[src/rtl/wbarbiter_n.sv]
// wbarbiter_n: N-master Wishbone pipelined arbiter.
// Round-robin or fixed priority, outstanding-request cap, optional timeout abort.
module wbarbiter_n #(
  parameter int    NM = 4,
  parameter int    DW = 32,
  parameter int    AW = 32,
  parameter string SCHEME = "ROUNDROBIN",
  parameter bit    OPT_ZERO_ON_IDLE = 1'b0,
  parameter int    LGMAXOUT = 4,
  parameter int    TIMEOUT = 0
) (
  input  logic              i_clk,
  input  logic              i_reset,
  input  logic [NM-1:0]     i_m_cyc,
  input  logic [NM-1:0]     i_m_stb,
  input  logic [NM-1:0]     i_m_we,
  input  logic [NM*AW-1:0]  i_m_adr,
  input  logic [NM*DW-1:0]  i_m_dat,
  input  logic [NM*DW/8-1:0] i_m_sel,
  output logic [NM-1:0]     o_m_ack,
  output logic [NM-1:0]     o_m_stall,
  output logic [NM-1:0]     o_m_err,
  output logic              o_cyc,
  output logic              o_stb,
  output logic              o_we,
  output logic [AW-1:0]     o_adr,
  output logic [DW-1:0]     o_dat,
  output logic [DW/8-1:0]   o_sel,
  input  logic              i_ack,
  input  logic              i_stall,
  input  logic              i_err,
  output logic [NM-1:0]     o_grant
);

  localparam int LGNM = (NM > 1) ? $clog2(NM) : 1;
  localparam int SW = DW / 8;
  localparam int TW = (TIMEOUT > 1) ? $clog2(TIMEOUT) : 1;
  localparam bit RR = (SCHEME == "ROUNDROBIN");
  localparam logic [TW-1:0] TMAX = TW'((TIMEOUT > 0) ? TIMEOUT - 1 : 0);

  typedef enum logic [1:0] {
    S_IDLE,
    S_GRANT,
    S_ABORT
  } state_t;

  state_t            state, state_nx;
  logic [LGNM-1:0]   owner, owner_nx;
  logic [LGNM-1:0]   ptr, ptr_nx;
  logic [NM-1:0]     grant_nx;
  logic [LGMAXOUT-1:0] nout, nout_nx;
  logic [TW-1:0]     timer, timer_nx;
  logic              err_pulse, err_pulse_nx;

  logic [NM-1:0]     req;
  logic [LGNM-1:0]   win;
  logic              win_vld;
  logic [LGNM-1:0]   k;

  logic              live, cyc_w, full, zero;
  logic              acc, dec, counting;

  logic [AW-1:0]     adr_a [NM];
  logic [DW-1:0]     dat_a [NM];
  logic [SW-1:0]     sel_a [NM];

  for (genvar g = 0; g < NM; g++) begin : g_unpack
    assign adr_a[g] = i_m_adr[g*AW +: AW];
    assign dat_a[g] = i_m_dat[g*DW +: DW];
    assign sel_a[g] = i_m_sel[g*SW +: SW];
  end

  assign req = i_m_cyc & i_m_stb;

  // Scan downward so the last hit is the closest one above ptr.
  always_comb begin
    win = '0;
    win_vld = 1'b0;
    k = '0;
    if (RR) begin
      for (int i = NM; i >= 1; i--) begin
        k = LGNM'((int'(ptr) + i) % NM);
        if (req[k]) begin
          win = k;
          win_vld = 1'b1;
        end
      end
    end else begin
      for (int i = NM - 1; i >= 0; i--) begin
        if (req[i]) begin
          win = LGNM'(i);
          win_vld = 1'b1;
        end
      end
    end
  end

  assign live = (state == S_GRANT) && !i_reset;
  assign cyc_w = i_m_cyc[owner];
  assign full = &nout;

  assign o_cyc = live && cyc_w;
  assign o_stb = o_cyc && i_m_stb[owner] && !full;
  assign zero = OPT_ZERO_ON_IDLE && !o_cyc;
  assign o_we = !zero && i_m_we[owner];
  assign o_adr = zero ? '0 : adr_a[owner];
  assign o_dat = zero ? '0 : dat_a[owner];
  assign o_sel = zero ? '0 : sel_a[owner];

  assign acc = o_stb && !i_stall;
  assign dec = i_ack && (nout != '0);
  assign counting = (nout != '0) && !i_ack && !i_err;

  always_comb begin
    o_m_stall = '1;
    o_m_ack = '0;
    o_m_err = '0;
    if (live) begin
      o_m_stall[owner] = i_stall || full;
      o_m_ack[owner] = i_ack;
      o_m_err[owner] = i_err;
    end else if (state == S_ABORT && !i_reset) begin
      o_m_err[owner] = err_pulse;
    end
  end

  always_comb begin
    state_nx = state;
    owner_nx = owner;
    ptr_nx = ptr;
    grant_nx = o_grant;
    nout_nx = nout;
    timer_nx = '0;
    err_pulse_nx = 1'b0;
    unique case (state)
      S_IDLE: begin
        if (win_vld) begin
          state_nx = S_GRANT;
          owner_nx = win;
          ptr_nx = win;
          grant_nx = NM'(1) << win;
        end
      end
      S_GRANT: begin
        if (!cyc_w) begin
          state_nx = S_IDLE;
          grant_nx = '0;
          nout_nx = '0;
        end else if (TIMEOUT > 0 && counting && timer == TMAX) begin
          state_nx = S_ABORT;
          nout_nx = '0;
          err_pulse_nx = 1'b1;
        end else begin
          if (i_err)
            nout_nx = '0;
          else if (acc && !dec)
            nout_nx = nout + 1'b1;
          else if (!acc && dec)
            nout_nx = nout - 1'b1;
          if (counting)
            timer_nx = timer + 1'b1;
        end
      end
      S_ABORT: begin
        if (!cyc_w) begin
          state_nx = S_IDLE;
          grant_nx = '0;
        end
      end
      default: begin
        state_nx = S_IDLE;
        grant_nx = '0;
        nout_nx = '0;
      end
    endcase
  end

  always_ff @(posedge i_clk) begin
    if (i_reset) begin
      state <= S_IDLE;
      owner <= '0;
      ptr <= LGNM'(NM - 1);
      o_grant <= '0;
      nout <= '0;
      timer <= '0;
      err_pulse <= 1'b0;
    end else begin
      state <= state_nx;
      owner <= owner_nx;
      ptr <= ptr_nx;
      o_grant <= grant_nx;
      nout <= nout_nx;
      timer <= timer_nx;
      err_pulse <= err_pulse_nx;
    end
  end

endmodule

[config.mk]
export PLATFORM = sky130hd
export DESIGN_NAME = wbarbiter_n
export DESIGN_NICKNAME = d
export VERILOG_FILES = /design/src/rtl/wbarbiter_n.sv
export SDC_FILE = /design/constraint.sdc
export NUM_CORES = 1
export LEC_CHECK = 0
export BUFFER_PORTS_ARGS = -buffer_cell sky130_fd_sc_hd__buf_2
export CAP_MARGIN = 10
export CELL_PAD_IN_SITES_DETAIL_PLACEMENT = 0
export CELL_PAD_IN_SITES_GLOBAL_PLACEMENT = 1
export CORE_AREA = 2 2 147 149
export DETAILED_ROUTE_END_ITERATION = 8
export DIE_AREA = 0 0 149 151
export PLACE_DENSITY = 0.54
export REMOVE_ABC_BUFFERS = 1
export SLEW_MARGIN = 10
export SYNTH_ARGS = -nofsm -noshare
export SYNTH_HDL_FRONTEND = slang
export SYNTH_SLANG_ARGS = --single-unit
export TNS_END_PERCENT = 100
[constraint.sdc]
create_clock -name i_clk -period 6.8 [get_ports i_clk]
set_input_delay 1.36 -clock i_clk [delete_from_list [all_inputs] [get_ports i_clk]]
set_output_delay 1.36 -clock i_clk [all_outputs]
set_load 0.02 [all_outputs]
==> results of run 1 <==
routing by layer:
| layer | routed length [µm] | share of wire [%] | vias up | global-route usage, % |
|---|---|---|---|---|
| met5 | 41 | 0.22 | - | 0 |
| met4 | 82 | 0.45 | 6 | 1.76 |
| met3 | 1820 | 10 | 12 | 4.82 |
| met2 | 8480 | 46 | 196 | 24.5 |
| met1 | 7840 | 43 | 1765 | 20.2 |
| li1 | - | - | 1609 | - |
synth_stat cells, types with 3 or more instances:
master / number / share of area, %
a21oi_1: 9 / 1.8
and2_1: 7 / 1.7
buf_1: 4 / 0.59
buf_2: 4 / 0.79
clkbuf_1: 11 / 1.6
dfxtp_1: 13 / 10
inv_1: 3 / 0.44
mux4_2: 71 / 63
nand2_1: 19 / 2.8
nand2b_1: 4 / 0.98
nand3_1: 3 / 0.59
nand4_1: 3 / 0.74
nor2_1: 11 / 1.6
nor3_1: 4 / 0.79
o21ai_1: 4 / 0.79
kinds of logic (layout without fill, tap and decap cells):
group / Yosys count / after routing / share of synthesized area, %
compound gates: 31 / 31 / 8.26
xor+xnor: 1 / 1 / 0.344
fa+ha+maj: 3 / 3 / 1.77
buf+inv: 23 / 384 / 3.74
flops: 13 / 13 / 10.2
mux: 72 / 72 / 63.3
other cells: 0 / 1 / 0
simple gates: 62 / 62 / 12.3
final timing paths:
kind,startpoint,end,slack [ps]
worst max-delay path,i_reset,o_m_stall[3],2710
worst min-delay path,o_grant[0],o_grant[0],460
worst min register to register,o_grant[0],o_grant[0],460
worst max register to register,owner[1],nout[3],3400
sequential cells by signal, indices dropped and copies added, names as in the netlist:
register and count:
state 1, ptr 2, nout 4, o_grant 4, owner 2
per-stage QoR:
stage	worst slack (ps)	hold slack (ps)	power, W	util, %
floorplan	1060	456	0.000362	-
global placement	2650	440	0.000567	22.6
detailed placement	2690	447	0.000566	22.6
CTS	2640	461	0.000683	23.0
global route	2470	476	0.000711	23.0
finish	2710	460	0.000670	23.0
power by group through the flow:
stage	logic (W)	registers, W	clock network (W)
2_1_floorplan	0.000241	0.000121	0
3_3_place_gp	0.000452	0.000115	0
3_5_place_dp	0.000452	0.000114	0
4_1_cts	0.000455	0.000113	0.000114
5_1_grt	0.000477	0.000116	0.000118
6_report	0.000447	0.000111	0.000112
layout make-up:
type	instances	area, µm²	area share (%)
multi-input combinational	169	2190	45.7
timing repair buffer	377	1890	39.5
tap	275	344	7.19
sequential	13	268	5.60
clock buffer	4	78.8	1.65
inverter	3	11.3	0.235
antenna	1	2.50	0.0523
worst max-delay path: stages:
cell and delay, ps:
buf_2 180, nor3b_1 660, and2_1 250, nand3_1 80, buf_2 200
==> metrics.md, run 1 <==
| Metric | Value |
|---|---|
| Status | `finished, final reports clean` |
| Final instance area | `approximately 4800 µm²` |
| Port buffer count | `~380` |
| Net Sw Frac | `43.7%` |
| Post-synth EDFFs | `0` |
| Vias in the first global route | `between 3k and 4k` |
| Grt ovf | `0` |
| CTS buffer count | `3` |
| Max-Cap Viols | `0` |
| # fillers | `2352` |
| Die Y | `151 µm` |
| Drt via density | `4.26` |
| Critical Path AT | `2730 ps` |
| Final Hold Fails | `0` |
| Switching power | `0.000293 W` |
| Post-synthesis sequential area ratio | `10.2%` |
| Area growth syn-to-layout | `88.1%` |
| CP Max Fanout | `13` |
| ANT nets after route | `0` |
| CTS tree | `built` |
| Clk pwr share | `16.7%` |
| Row cnt | `53` |
| Cell count after placement | `approximately 840` |
| Reg2Reg Depth | `10` |
| Placer Congestion | `roughly 0.90` |
| Final Skew | `roughly 1.1 ps` |
| Initial antenna violation count | `5` |
| Yosys warning total | `0` |
| Synthesized area | `2540 µm²` |
| H-tree Lvls | `1` |
| Power density over cell area | `140 nW/µm²` |
| Residual DRC | `0` |
| Core box area | `between 20000 and 25000 µm²` |
| Startpoint type of the worst setup path | `primary input` |
| Gate power share | `66.7%` |
| First-pass GRT wire length | `24500 µm` |
| Commonest non-fill, non-tap cell in the layout | `buf_2` |
| Crit path kind | `primary input to output pin` |
| 1st-iter DRT viols | `191` |
| FFs w/ async S/R, synth | `0%` |
| Clock Latency Late Sink | `~240 ps` |
| IO Count | `376` |
| Leak Pwr | `around 2.2 nW` |
| Vias | `3588` |
| Fraction of layout cells with a size suffix above 1 | `between 80% and 90%` |
| Syn avg cell area | `around 12 µm²` |
| Fin crit period | `4090 ps` |
| First-pass iteration count of the detailed router | `5` |
| Final WL | `18300 µm` |
| Max-slew violations | `0` |
| Share of power burned in registers | `16.5%` |
| Root Buffer | `clkbuf_16` |
| Post-synthesis cell count | `between 200 and 250` |
| Ys flop type | `dfxtp_1` |
| Hold depth | `2` |
| Post-CTS setup buffer count | `0` |
| Fin Setup TNS | `0 ps` |
| Clock-pin slew on the worst setup and hold paths | `50 ps` |
| Internal power | `0.000377 W` |
| Post-CTS Resized | `0` |
| Slew margin rel. | `between 30% and 40%` |
| Slew @ Worst Pin | `906 ps` |
| Tcrit/Tclk final | `60.1%` |
| Synthesized flop and latch total | `13` |
| Endpoints failing setup | `0` |
| RSZ-0062 raised after global routing | `no` |
| CP Data Required Time | `approximately 5400 ps` |
| HP Class | `flop to flop` |
| F_max | `roughly 240 MHz` |
| Avg WL per Cell | `21.7 µm` |
| DIE AREA | `22500 µm²` |
| Detailed-placement wirelength estimate | `16300 µm` |
| Most frequent cells in the layout | `buf_2 (375), mux4_2 (71), nand2_1 (19)` |
| Max IR drop VDD | `roughly 0.000063 V` |
| Synth cell types | `43` |
| Sink Count | `13` |
| Pin count of the biggest net entering global routing | `around 50` |
| Total Routing Usage GR | `between 10% and 20%` |
| Die width | `approximately 150 µm` |
| Cts hold-fix bufs | `0` |
| CP Capture Type | `output pin` |
| Placed Area | `4700 µm²` |
| Clock Path Buffers | `2` |
| Post-Layout Cell Count | `842` |
| Initial Util | `between 10 and 15%` |
| Final nets | `859` |
No activity file was read; power rests on OpenSTA's default activity.
==> run 2: changes to the inputs <==
--- a/config.mk
+++ b/config.mk
@@ -9,10 +9,10 @@
 export CAP_MARGIN = 10
 export CELL_PAD_IN_SITES_DETAIL_PLACEMENT = 0
 export CELL_PAD_IN_SITES_GLOBAL_PLACEMENT = 1
-export CORE_AREA = 2 2 147 149
+export CORE_AREA = 2 2 146 148
 export DETAILED_ROUTE_END_ITERATION = 8
-export DIE_AREA = 0 0 149 151
-export PLACE_DENSITY = 0.54
+export DIE_AREA = 0 0 148 150
+export PLACE_DENSITY = 0.55
 export REMOVE_ABC_BUFFERS = 1
 export SLEW_MARGIN = 10
 export SYNTH_ARGS = -nofsm -noshare
==> constraint.sdc (replaced) <==
create_clock -name i_clk -period 4.2 [get_ports i_clk]
set_input_delay 0.84 -clock i_clk [delete_from_list [all_inputs] [get_ports i_clk]]
set_output_delay 0.84 -clock i_clk [all_outputs]
set_load 0.02 [all_outputs]
==> run 2 against run 1 <==
Sequential share of layout area about the same. Cell count up 0.48%. Largest cell class unchanged. Worst setup slack lost 1600 ps. Total power up 62%. Critical path depth down 2. Critical endpoint is now o_dat[3]. Combinational power grew 66%. Clock power up 62%. Die area shrank 1.3%.
==> metrics.md, run 2 (synthesis results as in run 1) <==
| Metric | Value |
|---|---|
| Status | `finished, final reports clean` |
| DIE AREA | `roughly 22000 µm²` |
| Cts hold-fix bufs | `0` |
| F_max | `326 MHz` |
| Total Routing Usage GR | `15.1%` |
| Initial Util | `12.3%` |
| CP Capture Type | `output pin` |
| Commonest non-fill, non-tap cell in the layout | `buf_2` |
| CP Max Fanout | `between 50 and 60` |
| Power density over cell area | `around 230 nW/µm²` |
| Max-Cap Viols | `0` |
| CP Data Required Time | `3360 ps` |
| Final Hold Fails | `0` |
| Tcrit/Tclk final | `72.9%` |
| RSZ-0062 raised after global routing | `no` |
| Avg WL per Cell | `21.2 µm` |
| Leak Pwr | `between 2 and 2.5 nW` |
| Cell count after placement | `840` |
| Residual DRC | `0` |
| Clock-pin slew on the worst setup and hold paths | `40 ps` |
| ANT nets after route | `0` |
| Final nets | `862` |
| Grt ovf | `0` |
| Most frequent cells in the layout | `buf_2 (375), mux4_2 (71), nand2_1 (19)` |
| Crit path kind | `flop to output pin` |
| Row cnt | `53` |
| IO Count | `376` |
| Die Y | `150 µm` |
| Startpoint type of the worst setup path | `flop` |
| Die width | `148 µm` |
| First-pass iteration count of the detailed router | `4` |
| Pin count of the biggest net entering global routing | `52` |
| 1st-iter DRT viols | `123` |
| Root Buffer | `clkbuf_16` |
| # fillers | `about 2.4k` |
| Port buffer count | `375` |
| Placer Congestion | `slightly below 0.9` |
| Slew margin rel. | `51.8%` |
| Post-Layout Cell Count | `846` |
| CTS tree | `built` |
| Critical Path AT | `roughly 2200 ps` |
| Post-CTS setup buffer count | `0` |
| Fraction of layout cells with a size suffix above 1 | `80.5%` |
| Slew @ Worst Pin | `approximately 720 ps` |
| Biggest regs | `nout (4), o_grant (4)` |
| Vias | `3610` |
| Max-slew violations | `0` |
| CTS buffer count | `3` |
| HP Class | `flop to flop` |
| Final WL | `17900 µm` |
| Clock Latency Late Sink | `240 ps` |
| Post-CTS Resized | `0` |
| Area growth syn-to-layout | `89.1%` |
| H-tree Lvls | `1` |
| Fin crit period | `3060 ps` |
| Vias in the first global route | `3663` |
| Initial antenna violation count | `8` |
| Max IR drop VDD | `around 0.00012 V` |
| Detailed-placement wirelength estimate | `16000 µm` |
| Clock Path Buffers | `2` |
| Drt via density | `4.27` |
| Sink Count | `13` |
| Fin Setup TNS | `0 ps` |
| Final Skew | `around 4.5 ps` |
| First-pass GRT wire length | `24600 µm` |
| Endpoints failing setup | `0` |
| Core box area | `just over 20000 µm²` |
[run 2: cell count changes in the layout (fill, tap and decap cells not counted)]
cell	previous run	this run
diode_2	1	2
buf_4	2	5
[run 2: critical path, cell delays in order (launching register included)]
cell and delay [ps]:
dfxtp_4 610, buf_4 650, mux4_2 490, buf_2 200
[run 2: layout make-up]
class / instances / area [µm²] / area share, %
Inverter: 3 / 11.3 / 0.234
Multi-Input combinational cell: 169 / 2190 / 45.5
Antenna cell: 2 / 5.00 / 0.104
Tap cell: 275 / 344 / 7.15
Clock buffer: 4 / 78.8 / 1.64
Sequential cell: 13 / 268 / 5.57
Timing Repair Buffer: 380 / 1910 / 39.8
[run 2: stage by stage]
step / power [W] / worst slack (ps) / hold slack, ps / utilization [%] / cell area, µm²
final: 0.00109 / 1140 / 460 / 23.2 / 4810
after global routing: 0.00115 / 1010 / 487 / 23.2 / 4810
after CTS: 0.00110 / 1100 / 457 / 23.2 / 4800
after detailed placement: 0.000914 / 1020 / 449 / 22.8 / 4730
after global placement: 0.000912 / 1070 / 452 / 22.8 / 4730
after floorplan: 0.000587 / -1180 / 456 / - / 2460
[run 2: final timing paths]
check / from / end / slack [ps] / depth (start not counted)
worst min register to register: o_grant[1] / o_grant[1] / 460 / 2
worst max-delay path: owner[1] / o_dat[3] / 1140 / 3
worst min-delay path: o_grant[1] / o_grant[1] / 460 / 2
worst max register to register: owner[0] / nout[3] / 1420 / 9
[run 2: layer usage]
metal  up-vias  track usage (%)  part of all wire (%)
met1      1763             20.4                    43
met3        21             4.79                   9.8
li1       1615                -                     -
met4         8             2.05                   1.1
met2       203             24.3                    46
met5         -                0                  0.28
[run 2: power by group]
group	internal (W)	switching, W
registers	0.000132	0.0000275
logic	0.000354	0.000391
clock network	0.000128	0.0000532
total	0.000614	0.000471
==> run 3: changes to the inputs <==
--- a/config.mk
+++ b/config.mk
@@ -5,14 +5,15 @@
 export SDC_FILE = /design/constraint.sdc
 export NUM_CORES = 1
 export LEC_CHECK = 0
+export ABC_AREA = 1
 export BUFFER_PORTS_ARGS = -buffer_cell sky130_fd_sc_hd__buf_2
 export CAP_MARGIN = 10
 export CELL_PAD_IN_SITES_DETAIL_PLACEMENT = 0
 export CELL_PAD_IN_SITES_GLOBAL_PLACEMENT = 1
-export CORE_AREA = 2 2 146 148
+export CORE_AREA = 2 2 147 149
 export DETAILED_ROUTE_END_ITERATION = 8
-export DIE_AREA = 0 0 148 150
-export PLACE_DENSITY = 0.55
+export DIE_AREA = 0 0 149 151
+export PLACE_DENSITY = 0.62
 export REMOVE_ABC_BUFFERS = 1
 export SLEW_MARGIN = 10
 export SYNTH_ARGS = -nofsm -noshare
==> constraint.sdc (replaced) <==
create_clock -name i_clk -period 3.1 [get_ports i_clk]
set_input_delay 0.62 -clock i_clk [delete_from_list [all_inputs] [get_ports i_clk]]
set_output_delay 0.62 -clock i_clk [all_outputs]
set_load 0.02 [all_outputs]
==> run 3 against run 2 <==
Highest routed layer is now met4. Largest cell class unchanged. Sequential power rose by 93%. Critical path depth up 3. Critical path type unchanged. Global-route usage down 0.62 points. Non-clock buffer count up 6. Combinational power rose to 5.9 times the previous value. Critical endpoint is now o_dat[1].
==> metrics.md, run 3 <==
| Metric | Value |
|---|---|
| Status | `finished, final reports clean` |
| Slew @ Worst Pin | `521 ps` |
| Clock Latency Late Sink | `240 ps` |
| Area growth syn-to-layout | `80.1%` |
| Ys flop type | `dfxtp_1` |
| Max IR drop VDD | `0.000613 V` |
| Root Buffer | `clkbuf_16` |
| Placed Area | `4920 µm²` |
| DIE AREA | `approximately 22000 µm²` |
| Max incr delay on CP | `roughly 550 ps` |
| Max-slew violations | `0` |
| Endpoints failing setup | `0` |
| Post-CTS setup buffer count | `0` |
| IO Count | `roughly 380` |
| Final nets | `between 1k and 1.5k` |
| Post-synthesis sequential area ratio | `9.38%` |
| Placer Congestion | `0.817` |
| Die Y | `151 µm` |
| Syn avg cell area | `5.61 µm²` |
| Sink Count | `13` |
| FFs w/ async S/R, synth | `0%` |
| Detailed-placement wirelength estimate | `15200 µm` |
| Commonest cells post-synth | `nand3_1 (156), nand2_1 (131), a22oi_1 (69)` |
| CTS buffer count | `3` |
| H-tree Lvls | `1` |
| CP Data Required Time | `roughly 2500 ps` |
| # fillers | `about 2.4k` |
| Initial antenna violation count | `0` |
| M1 wire length | `7740 µm` |
| CTS tree | `built` |
| Fin Setup TNS | `0 ps` |
| Clock Path Buffers | `2` |
| Synth top area share | `28.1%` |
| Initial Util | `between 10% and 20%` |
| Core box area | `20800 µm²` |
| Critical Path AT | `2010 ps` |
| Post-Layout Cell Count | `1119` |
| Fraction of layout cells with a size suffix above 1 | `49.3%` |
| RSZ-0062 raised after global routing | `no` |
| 1st-iter DRT viols | `229` |
| Final Skew | `0.869 ps` |
| Final WL | `around 19000 µm` |
| Crit path kind | `flop to output pin` |
| Vias in the first global route | `4347` |
| Uppermost routed layer | `met4` |
| Commonest non-fill, non-tap cell in the layout | `buf_2` |
| HP Class | `flop to flop` |
| Leak Pwr | `around 2.6 nW` |
| CP Max Fanout | `41` |
| Drt via density | `4.38` |
| Die width | `149 µm` |
| Post-synth top area cell | `nand3_1` |
| Area contributors post-synth | `nand3_1 (28%), a22oi_1 (19%), nand2_1 (18%)` |
| Synth cell types | `34` |
| Post-synthesis cell count | `slightly below 500` |
| Most common cell in the synthesized netlist | `nand3_1` |
| Most frequent cells in the layout | `buf_2 (375), nand3_1 (156), nand2_1 (131)` |
| Cell count after placement | `~1.1k` |
| CP Capture Type | `output pin` |
| Synthesized area | `2780 µm²` |
| Fin crit period | `2630 ps` |
| Total power | `roughly 0.0049 W` |
| Residual DRC | `0` |
| N_diodes | `0` |
| Area of the multi-input gates | `roughly 2200 µm²` |
| WL met2 | `9080 µm` |
| Pin count of the biggest net entering global routing | `72` |
| CP max stage cell | `dfxtp_1` |
| Synthesized flop and latch total | `13` |
| Met3 wire len | `1620 µm` |
| F_max | `380 MHz` |
| Post-CTS Resized | `0` |
| Row cnt | `53` |
| Grt ovf | `0` |
| First-pass GRT wire length | `25400 µm` |
| Clock-pin slew on the worst setup and hold paths | `40 ps` |
| Total Routing Usage GR | `14.5%` |
| Yosys warning total | `0` |
| Post-synth EDFFs | `0` |
| Avg WL per Cell | `16.6 µm` |
| Cts hold-fix bufs | `0` |
| Tcrit/Tclk final | `a little over four fifths` |
| ANT nets after route | `0` |
| Port buffer count | `375` |
| Sequential cell area | `~260 µm²` |
| Vias | `4899` |
| Slew margin rel. | `65.3%` |
| Biggest regs | `nout (4), o_grant (4)` |
| Max-Cap Viols | `0` |
| Top delay family on crit path | `buffers and inverters` |
| CP Cell Sequence | `nand2_1 > inv_2 > buf_4 > a22oi_1 > nand3_1 > buf_2` |
| CP Buf/Inv Count | `3` |
| Final Hold Fails | `0` |
| First-pass iteration count of the detailed router | `4` |
| Startpoint type of the worst setup path | `flop` |
| Power density over cell area | `990 nW/µm²` |
| Final instance area | `5000 µm²` |
-- run 3: layout make-up --
type / count / area share [%]
flip-flops and latches: 13 / 5.23
inverters: 23 / 1.80
well taps: 275 / 6.88
repair buffers: 386 / 39.7
clock buffers: 4 / 1.58
multi-input cells: 418 / 44.8
-- run 3: metrics by stage --
| step | hold WS, ps | setup WS [ps] | utilization, % |
|---|---|---|---|
| floorplan | 472 | -1460 | - |
| global placement | 494 | 568 | 23.6 |
| detailed placement | 490 | 490 | 23.6 |
| CTS | 496 | 409 | 24.0 |
| global route | 524 | 280 | 24.0 |
| finish | 487 | 470 | 24.0 |
-- run 3: metal layers --
layer / global-route usage [%] / vias to the layer above
met1: 19.4 / 2189
met5: 0 / -
li1: - / 2458
met2: 24.8 / 244
met4: 1.38 / 0
met3: 2.89 / 8
-- run 3: path summary, 6_finish.rpt --
check,from,endpoint,slack [ps],cells after the start
hold / removal,o_grant[2],o_grant[2],490,2
setup / recovery,owner[0],o_dat[1],470,6
hold reg to reg,o_grant[2],o_grant[2],490,2
setup reg to reg,owner[0],nout[3],790,15
-- run 3: power breakdown --
part | internal [W] | switching, W | total [W]
Combinational | 0.00140 | 0.00300 | 0.00440
Sequential | 0.000230 | 0.0000794 | 0.000309
Clock | 0.000173 | 0.0000680 | 0.000241
-- run 3: kinds of logic (layout without fill, tap and decap cells) --
group	Yosys count	in the layout	synth area share, %
DFF	13	13	9.38
xor gates and xnor gates	2	2	0.631
and+or+nand+nor	325	325	55.3
buffers and inverters	64	413	10.2
adders and majority gates	3	3	1.62
AOI/OAI and AO/OA	88	88	22.9
-- run 3: worst reg2reg max path, cell delays in order, from the launching register on --
cell,delay [ps]
dfxtp_1,550
nand2_1,90
nand2_1,80
nand2_1,60
nand2_2,130
nand4_4,170
ha_1,360
a21oi_1,220
nand2_1,70
nand2_1,60
nand2_1,60
inv_1,50
nand3_1,70
nand2_1,70
nand4_1,100
a21oi_2,120
